$ cat config.mk
export PLATFORM = sky130hd
export DESIGN_NAME = mem_arbiter
export DESIGN_NICKNAME = d
export VERILOG_FILES = /design/src/rtl/mem_arbiter_pkg.sv /design/src/rtl/mem_arbiter_arb_pick.sv /design/src/rtl/mem_arbiter.sv
export SDC_FILE = /design/constraint.sdc
export NUM_CORES = 1
export LEC_CHECK = 0
export BUFFER_PORTS_ARGS = -buffer_cell sky130_fd_sc_hd__buf_4
export CORE_MARGIN = 1.5
export CORE_UTILIZATION = 50
export CTS_BUF_LIST = sky130_fd_sc_hd__clkbuf_2 sky130_fd_sc_hd__clkbuf_4 sky130_fd_sc_hd__clkbuf_8
export CTS_CLUSTER_SIZE = 16
export DETAILED_ROUTE_END_ITERATION = 6
export PLACE_DENSITY = 0.89
export SYNTH_ARGS = -nofsm -noshare
export SYNTH_HDL_FRONTEND = slang
export SYNTH_SLANG_ARGS = --single-unit
$ cat constraint.sdc
create_clock -name clk -period 4.33 [get_ports clk]
set_input_delay 0 -clock clk [delete_from_list [all_inputs] [get_ports clk]]
set_output_delay 0 -clock clk [all_outputs]
set_load 0.05 [all_outputs]
$ cat src/rtl/mem_arbiter_pkg.sv
// Shared constants for the fetch/data memory arbiter: FSM encodings, requester IDs, width defaults.
// Optional round-robin arbitration is enabled with macro ARB_ROUND_ROBIN_EN.
package mem_arbiter_pkg;

  localparam int DATA_W_DEF = 16;
  localparam int ADDR_W_DEF = 10;

  localparam logic [1:0] ST_IDLE   = 2'd0;
  localparam logic [1:0] ST_ACCESS = 2'd1;
  localparam logic [1:0] ST_RESP   = 2'd2;

  typedef enum logic {
    REQ_FETCH = 1'b0,
    REQ_DATA  = 1'b1
  } req_id_t;

  localparam int CNT_W = 2;

  // Last ACCESS-cycle index for a given latency; MEM_LAT is 1..4 so two bits suffice.
  function automatic logic [CNT_W-1:0] cnt_last(input int lat);
    return CNT_W'(lat - 1);
  endfunction

endpackage

$ cat src/rtl/mem_arbiter_arb_pick.sv
// Winner selection between the fetch and data requesters.
// With ARB_ROUND_ROBIN_EN the previous winner yields on a tie; otherwise data always wins a tie.
module arb_pick
  import mem_arbiter_pkg::*;
(
  input  logic    f_req,
  input  logic    d_req,
  input  req_id_t last,
  output req_id_t winner
);

`ifndef ARB_ROUND_ROBIN_EN
  // Fixed priority never consults the previous winner.
  logic last_unused_s;
  assign last_unused_s = last;
`endif

  // Tie-break between simultaneous requests; a lone request always wins.
  always_comb begin
    winner = REQ_DATA;
    if (f_req && d_req) begin
`ifdef ARB_ROUND_ROBIN_EN
      if (last == REQ_DATA) begin
        winner = REQ_FETCH;
      end else begin
        winner = REQ_DATA;
      end
`else
      winner = REQ_DATA;
`endif
    end else if (f_req) begin
      winner = REQ_FETCH;
    end else begin
      winner = REQ_DATA;
    end
  end

endmodule

$ cat src/rtl/mem_arbiter.sv
// Two-requester arbiter in front of a single-port RAM: IDLE -> ACCESS (MEM_LAT cycles) -> RESP.
// Define ARB_ROUND_ROBIN_EN for round-robin tie-breaking instead of data-over-fetch priority.
module mem_arbiter
  import mem_arbiter_pkg::*;
#(
  parameter int DATA_W  = DATA_W_DEF,
  parameter int ADDR_W  = ADDR_W_DEF,
  parameter int MEM_LAT = 1
) (
  input  logic              clk,
  input  logic              rst_n,
  input  logic              f_req,
  input  logic [ADDR_W-1:0] f_addr,
  output logic              f_gnt,
  output logic              f_done,
  output logic [DATA_W-1:0] f_rdata,
  input  logic              d_req,
  input  logic              d_we,
  input  logic [ADDR_W-1:0] d_addr,
  input  logic [DATA_W-1:0] d_wdata,
  output logic              d_gnt,
  output logic              d_done,
  output logic [DATA_W-1:0] d_rdata,
  output logic              mem_en,
  output logic              mem_we,
  output logic [ADDR_W-1:0] mem_addr,
  output logic [DATA_W-1:0] mem_wdata,
  input  logic [DATA_W-1:0] mem_rdata,
  output logic              busy
);

  localparam logic [CNT_W-1:0] CNT_LAST = cnt_last(MEM_LAT);

  logic [1:0]       state_r;
  logic [CNT_W-1:0] cnt_r;
  req_id_t          win_r;
  req_id_t          winner_s;
  req_id_t          last_s;
  logic             req_any_s;
  logic             f_gnt_r;
  logic             d_gnt_r;
  logic             f_done_r;
  logic             d_done_r;
  logic             mem_en_r;
  logic             mem_we_r;
  logic [ADDR_W-1:0] mem_addr_r;
  logic [DATA_W-1:0] mem_wdata_r;
  logic [DATA_W-1:0] f_rdata_r;
  logic [DATA_W-1:0] d_rdata_r;
  logic             busy_r;

  assign req_any_s = f_req || d_req;

  arb_pick u_arb_pick (
    .f_req  (f_req),
    .d_req  (d_req),
    .last   (last_s),
    .winner (winner_s)
  );

`ifdef ARB_ROUND_ROBIN_EN
  req_id_t last_r;

  // Remembers who won the most recent grant so the other side wins the next tie.
  always_ff @(posedge clk or negedge rst_n) begin
    if (!rst_n) begin
      last_r <= REQ_DATA;
    end else if (state_r == ST_IDLE && req_any_s) begin
      last_r <= winner_s;
    end else begin
      last_r <= last_r;
    end
  end

  assign last_s = last_r;
`else
  assign last_s = REQ_DATA;
`endif

  // Main FSM; mem_rdata is captured on the edge that leaves ACCESS so rdata is valid alongside done.
  always_ff @(posedge clk or negedge rst_n) begin
    if (!rst_n) begin
      state_r     <= ST_IDLE;
      cnt_r       <= '0;
      win_r       <= REQ_FETCH;
      f_gnt_r     <= 1'b0;
      d_gnt_r     <= 1'b0;
      f_done_r    <= 1'b0;
      d_done_r    <= 1'b0;
      mem_en_r    <= 1'b0;
      mem_we_r    <= 1'b0;
      mem_addr_r  <= '0;
      mem_wdata_r <= '0;
      f_rdata_r   <= '0;
      d_rdata_r   <= '0;
      busy_r      <= 1'b0;
    end else begin
      f_gnt_r  <= 1'b0;
      d_gnt_r  <= 1'b0;
      f_done_r <= 1'b0;
      d_done_r <= 1'b0;
      case (state_r)
        ST_IDLE: begin
          if (req_any_s) begin
            state_r  <= ST_ACCESS;
            cnt_r    <= '0;
            win_r    <= winner_s;
            mem_en_r <= 1'b1;
            busy_r   <= 1'b1;
            if (winner_s == REQ_DATA) begin
              d_gnt_r     <= 1'b1;
              mem_we_r    <= d_we;
              mem_addr_r  <= d_addr;
              mem_wdata_r <= d_wdata;
            end else begin
              f_gnt_r     <= 1'b1;
              mem_we_r    <= 1'b0;
              mem_addr_r  <= f_addr;
              mem_wdata_r <= '0;
            end
          end
        end
        ST_ACCESS: begin
          if (cnt_r == CNT_LAST) begin
            state_r  <= ST_RESP;
            cnt_r    <= '0;
            mem_en_r <= 1'b0;
            mem_we_r <= 1'b0;
            if (win_r == REQ_DATA) begin
              d_done_r <= 1'b1;
              if (!mem_we_r) begin
                d_rdata_r <= mem_rdata;
              end
            end else begin
              f_done_r  <= 1'b1;
              f_rdata_r <= mem_rdata;
            end
          end else begin
            cnt_r <= cnt_r + {{(CNT_W-1){1'b0}}, 1'b1};
          end
        end
        ST_RESP: begin
          state_r <= ST_IDLE;
          busy_r  <= 1'b0;
        end
        default: begin
          state_r  <= ST_IDLE;
          cnt_r    <= '0;
          mem_en_r <= 1'b0;
          mem_we_r <= 1'b0;
          busy_r   <= 1'b0;
        end
      endcase
    end
  end

  assign f_gnt     = f_gnt_r;
  assign d_gnt     = d_gnt_r;
  assign f_done    = f_done_r;
  assign d_done    = d_done_r;
  assign f_rdata   = f_rdata_r;
  assign d_rdata   = d_rdata_r;
  assign mem_en    = mem_en_r;
  assign mem_we    = mem_we_r;
  assign mem_addr  = mem_addr_r;
  assign mem_wdata = mem_wdata_r;
  assign busy      = busy_r;

endmodule

# --- Yosys cells after proc, flatten, opt, wreduce, memory -nomap -nowiden ---
# Index checks and enable logic that the tools add are counted.
word_totals:
  regBits: 70
  input_bits: 57
classes:
  n_addsub: 1
  eq_ne: 4
  n_mux: 29
  bitwise: 4
  n_reduce_logical: 11
ops:
  columns: ["op", "n"]
  rows:
  - ["1-bit 2-to-1 mux", 18]
  - ["16-bit 2-to-1 mux", 1]
  - ["10-bit 2-to-1 mux", 1]
  - ["2-bit 2-to-1 mux", 4]
  - ["2-bit AND reduction", 4]
  - ["1-bit one-hot mux with 3 select lines", 2]
  - ["2-bit one-hot mux with 3 select lines", 1]
  - ["3-bit AND reduction", 2]
  - ["2-bit zero test", 2]
  - ["2-bit inequality test, second input constant", 2]
  - ["1-bit inverter", 4]
  - ["2-bit one-hot mux with 2 select lines", 1]
  - ["4-bit AND reduction", 1]
  - ["2-bit by 1-bit adder with 2-bit output, second input constant", 1]
  - ["2-bit by 1-bit equality test with 1-bit output, second input constant", 1]
  - ["2-bit equality test, second input constant", 1]
  - ["1-bit one-hot mux with 2 select lines", 1]
  - ["1-bit logical AND", 1]
  - ["1-bit logical OR", 1]

# --- Depth between registers and ports, before layout ---
logic_depth:
  ltp_word: 5
  depth_mapped: 6
  ltp_nobuf: 5

# --- Modules after synthesis ---
# From an unflattened synthesis, not the netlist that was laid out.
hier_totals:
  hier_cells: 228
  hier_area_um2: 2879.0
by_module_without_submodules:
  columns: ["mod", "instances", "cells_per_inst", "area_per_inst_um2", "seq_area_each_um2"]
  rows:
  - ["mem_arbiter", 1, 227, 2872.8, 1751.7]
  - ["arb_pick", 1, 1, 6.3, 0.0]

# --- Least setup slack after synthesis ---
# Ideal clock, no wire load.
synth_path:
  kind: "register -> register"
  start: "reg mem_we_r, in the netlist mem_we"
  end: "reg d_rdata_r[0], in the netlist d_rdata[0]"
  setup_time_ps: 125
  arrival_time_ps: 1447
  required_ps: 4205
  path_slack_ps: 2758
  path_stages_with_launch: 5
  path_buffers: 2
  period_less_slack_ps: 1572
  path_cell_list: "dfrtp_1 > and4b_1 > buf_6 > buf_12 > mux2_4"
synth_between:
  elab_chain_cells: 2
synth_rtl:
  columns: ["element", "line_no", "text"]
  rows:
  - ["start, declared", "mem_arbiter.sv:45", "logic mem_we_r;"]
  - ["start signal, assigned", "mem_arbiter.sv:112", "mem_we_r <= d_we;"]
  - ["1-bit inverter (no line)", null, null]
  - ["4-bit AND reduction (no line)", null, null]
  - ["end signal, assigned", "mem_arbiter.sv:132", "d_rdata_r <= mem_rdata;"]
  - ["end, declared", "mem_arbiter.sv:49", "logic [DATA_W-1:0] d_rdata_r;"]
# Every way passes these cells.
# A chain may end at the register's enable or synchronous reset.

# --- Worst setup path after layout ---
layout_path:
  start: "in f_req"
  end: "reg mem_addr_r[1], in the netlist mem_addr[1]"
layout_between:
  elab_chain_cells: 3
  word_cells_on_any_way: 6
  classes_between: "3 x mux; 3 x reduce/logical"
layout_rtl:
  columns: ["element", "line_no", "text"]
  rows:
  - ["start, declared", "mem_arbiter.sv:12", "input logic f_req,"]
  - ["1-bit 2-to-1 mux or 1-bit logical AND (tied branches)", "mem_arbiter_arb_pick.sv:31, mem_arbiter_arb_pick.sv:21", null]
  - ["1-bit 2-to-1 mux", "mem_arbiter_arb_pick.sv:21", "if (f_req && d_req) begin"]
  - ["10-bit 2-to-1 mux", "mem_arbiter.sv:110", "if (winner_s == REQ_DATA) begin"]
  - ["end signal, assigned", "mem_arbiter.sv:113", "mem_addr_r <= d_addr;"]
  - ["end signal, assigned", "mem_arbiter.sv:118", "mem_addr_r <= f_addr;"]
  - ["end, declared", "mem_arbiter.sv:46", "logic [ADDR_W-1:0] mem_addr_r;"]
# Several ways; a longest one is shown, not always the timed one.

==> out/metrics.yaml <==
postCtsSetupBuffers: 0
fmax_mhz: 428
hold_viol_final: 0
synth.net_count: 240
pin_count: 122
switching_share_pct: 46.6
reg2reg_from: "cnt_r[0]$_DFFE_PN0P_"
seq_power_share_pct: 29.0
yosysSeqAreaShare_pct: 60.8
drv_cap: 0
vias: 2157
clk_path_buf_depth: 2
muxShareOfSynthArea_pct: 22.8
synth_xor_area_share_pct: 0
rsz0062_at_grt: "false"
post-route-drc-count: 0
outcome: "complete, no violations"
design_area_sq_um: 4370
initial_core_util_pct: 52.0
cp-start-kind: "input pin"
tightest_slew_ns: 1.22
fillCellCount: 316
syn_avg_cell_area_sq_um: 16.0
core_area_sq_um: 5540
hpwl_mm: 4.27
grt_pass1_vias: 2239
fin_skew_ns: 0.0109
die_w_um: 78.9
synth_compound_area_share_pct: 7.52
ctsResizeCount: 0
grtUsageTotal_pct: 24.0
syn_area_sq_um: 2880
maxSlewViolCount: 0
via_per_inst: 5.19
gp_congestion: 0.730
routedWlPerCell_um: 17.1
criticalPathCategory: "input pin to register"
setup_viol: 0
rows: 27
grt_max_degree: 71
clkSlewWorstSetupHoldPaths_ns: 0.07
ys_ff_latch: 70
cts-root-buf: "clkbuf_8"
worstHoldStart: "d_addr[9]"
pwr-share-clk_pct: 15.0
setup_tns_ns: 0
power_frac_comb_pct: 56.0
yosys_warnings: 0
synth_fa_ha_area_share_pct: 1.30
antenna_found_initial: 0
worst-path-max-fanout: 11
die_area_sq_um: 6230
powerDensity_nw_per_um2: 914
hold_path.class: "input pin to register"
leakage_nw: 2.14
period_share_pct: 54.0
critPathCaptureType: "register"
final_core_util_pct: 78.9
h-tree-depth: 3
grt-ovfl-total: 0
n_antenna_cell: 0
drive_above_1_share_pct: 57.0
clk-insertion-delay-late_ns: 0.33
arrival_ns: 2.56
cts_buffers: 9
slew_headroom_pct: 18.5
routed_wl_mm: 7.13
p_switching_mw: 1.86
synthCells: 180
synth_top_family_by_area: "multiplexers"
place_area_sq_um: 3780
startpoint: "f_req"
cp.required_ns: 4.55
tritoncts: "yes"
area_delta_synth_final_pct: 51.7
die_y_um: 78.9
grt_pass1_wl_mm: 11.2
clock-sinks: 70
synth-simple-area-share_pct: 3.82
ir_drop_mv: 0.638
ant_nets: 0
final.min_clock_period_ns: 2.34
first_pass_iters: 4
synth_cell_types: 29
p_int_mw: 2.13
drt_iter0_drc: 61
fin_nets: 399
port_buffers: 121
-- critical path, stage by stage --
cell           delay (ns)
dlygate4sd3_1        0.52
buf_4                0.13
nor2b_1              0.71
mux2_1               0.38
dlygate4sd3_1        0.55
mux2_2               0.26
-- per-stage QoR --
step	total power, mW	hold WS (ns)	setup slack (ns)	instances
6_report	4.00	0.0352	1.99	416
5_1_grt	4.16	0.0145	1.86	416
4_1_cts	3.99	0.0250	2.00	416
3_5_place_dp	3.36	0.161	2.21	364
3_3_place_gp	3.31	0.160	2.30	364
2_1_floorplan	2.75	-0.296	2.76	180
-- cells in the final DEF (no fill, tap or decap) --
cell,netlist,routed
nor3_1,1,1
and3_2,1,1
a21oi_1,1,1
mux2_2,32,32
mux2_4,19,19
o21ba_2,1,1
dfrtp_1,70,70
clkinvlp_4,0,1
and4b_1,1,1
clkbuf_4,0,3
bufinv_16,0,2
nor2b_4,1,1
dlygate4sd3_1,0,36
ha_1,3,3
nand2_1,2,2
nand3b_1,2,2
a21o_1,2,2
mux2_1,1,1
o21ai_0,2,2
a22o_1,16,16
inv_1,3,3
buf_4,1,121
o21ai_2,1,1
and3b_2,1,1
and2_1,2,2
and2_2,1,1
nor2b_1,1,1
clkbuf_8,0,10
nor2_1,4,4
a211oi_1,1,1
a22o_2,2,2
-- path summary, 6_finish.rpt --
| check | end | slack [ns] | cells after the start |
|---|---|---|---|
| max in group asynchronous | mem_addr[3]$_DFFE_PN0P_ | 3.46 | 2 |
| worst min-delay path | mem_addr[9]$_DFFE_PN0P_ | 0.04 | 3 |
| worst min register to register | mem_wdata[6]$_DFFE_PN0P_ | 0.50 | 1 |
| worst max-delay path | mem_addr[1]$_DFFE_PN0P_ | 1.99 | 6 |
| min in group asynchronous | d_rdata[13]$_DFFE_PN0P_ | 0.32 | 2 |
| worst max register to register | d_rdata[15]$_DFFE_PN0P_ | 2.19 | 4 |
-- state kept, by name, summed over array words and instances (netlist names) --
name,flops
cnt_r,2
mem_we,1
f_rdata,16
d_rdata,16
mem_en,1
f_gnt,1
d_done,1
f_done,1
mem_wdata,16
mem_addr,10
win_r,1
busy,1
d_gnt,1
state_r,2
-- metal layers --
metal  vias up  wire length, um  GRT usage (%)
met5         -                0              0
met4         0              100           8.77
met3         8              740           9.77
met2       115             3320           38.1
met1      1064             2970           29.8
li1        970                -              -
-- cell type report --
type	instances	area [sq um]	area share, %
repair buffers	157	1270	29.0
clock inverters	3	67.6	1.55
multi-input cells	98	1020	23.4
inverters	3	11.3	0.258
clock buffers	13	160	3.66
well taps	72	90.1	2.06
flip-flops and latches	70	1750	40.1
-- kinds of logic (layout without fill, tap and decap cells) --
logic type,after synthesis,after routing
buf+inv,12,176
mux,52,52
compound gates,26,26
flops,70,70
fa+ha+maj,3,3
simple gates,17,17
-- timing repair --
item / 4_1_cts / 5_1_grt
hold buffers: 36 / 0
endpoints found under the setup margin: 0 / 0
endpoints found under the hold margin: 120 / 0
-- Yosys cell counts --
library cell | n | area, sq um
o21ai_2 | 1 | 8.76
buf_12 | 2 | 40.0
dfrtp_1 | 70 | 1750
ha_1 | 3 | 37.5
a211oi_1 | 1 | 7.51
and4b_1 | 1 | 10.0
mux2_4 | 19 | 285
a21o_1 | 2 | 15.0
buf_2 | 3 | 15.0
nor2b_4 | 1 | 13.8
a21oi_1 | 1 | 5.00
mux2_2 | 32 | 360
nand2_1 | 2 | 7.51
buf_4 | 1 | 7.51
a22o_1 | 16 | 140
nand3b_1 | 2 | 15.0
and2_2 | 1 | 7.51
and3_2 | 1 | 7.51
buf_6 | 3 | 33.8
o21ba_2 | 1 | 10.0
and2_1 | 2 | 12.5
o21ai_0 | 2 | 10.0
nor2b_1 | 1 | 6.26
nor2_1 | 4 | 15.0
a22o_2 | 2 | 20.0
nor3_1 | 1 | 5.00
mux2_1 | 1 | 11.3
inv_1 | 3 | 11.3
and3b_2 | 1 | 10.0
-- power by group through the flow --
stage | clock [mW] | sequential (mW) | combinational, mW
6_report | 0.598 | 1.16 | 2.24
5_1_grt | 0.636 | 1.19 | 2.33
2_1_floorplan | 0 | 2.14 | 0.611
3_3_place_gp | 0 | 1.15 | 2.17
4_1_cts | 0.604 | 1.15 | 2.24
3_5_place_dp | 0 | 1.15 | 2.20
No activity file was read; power rests on OpenSTA's default activity.
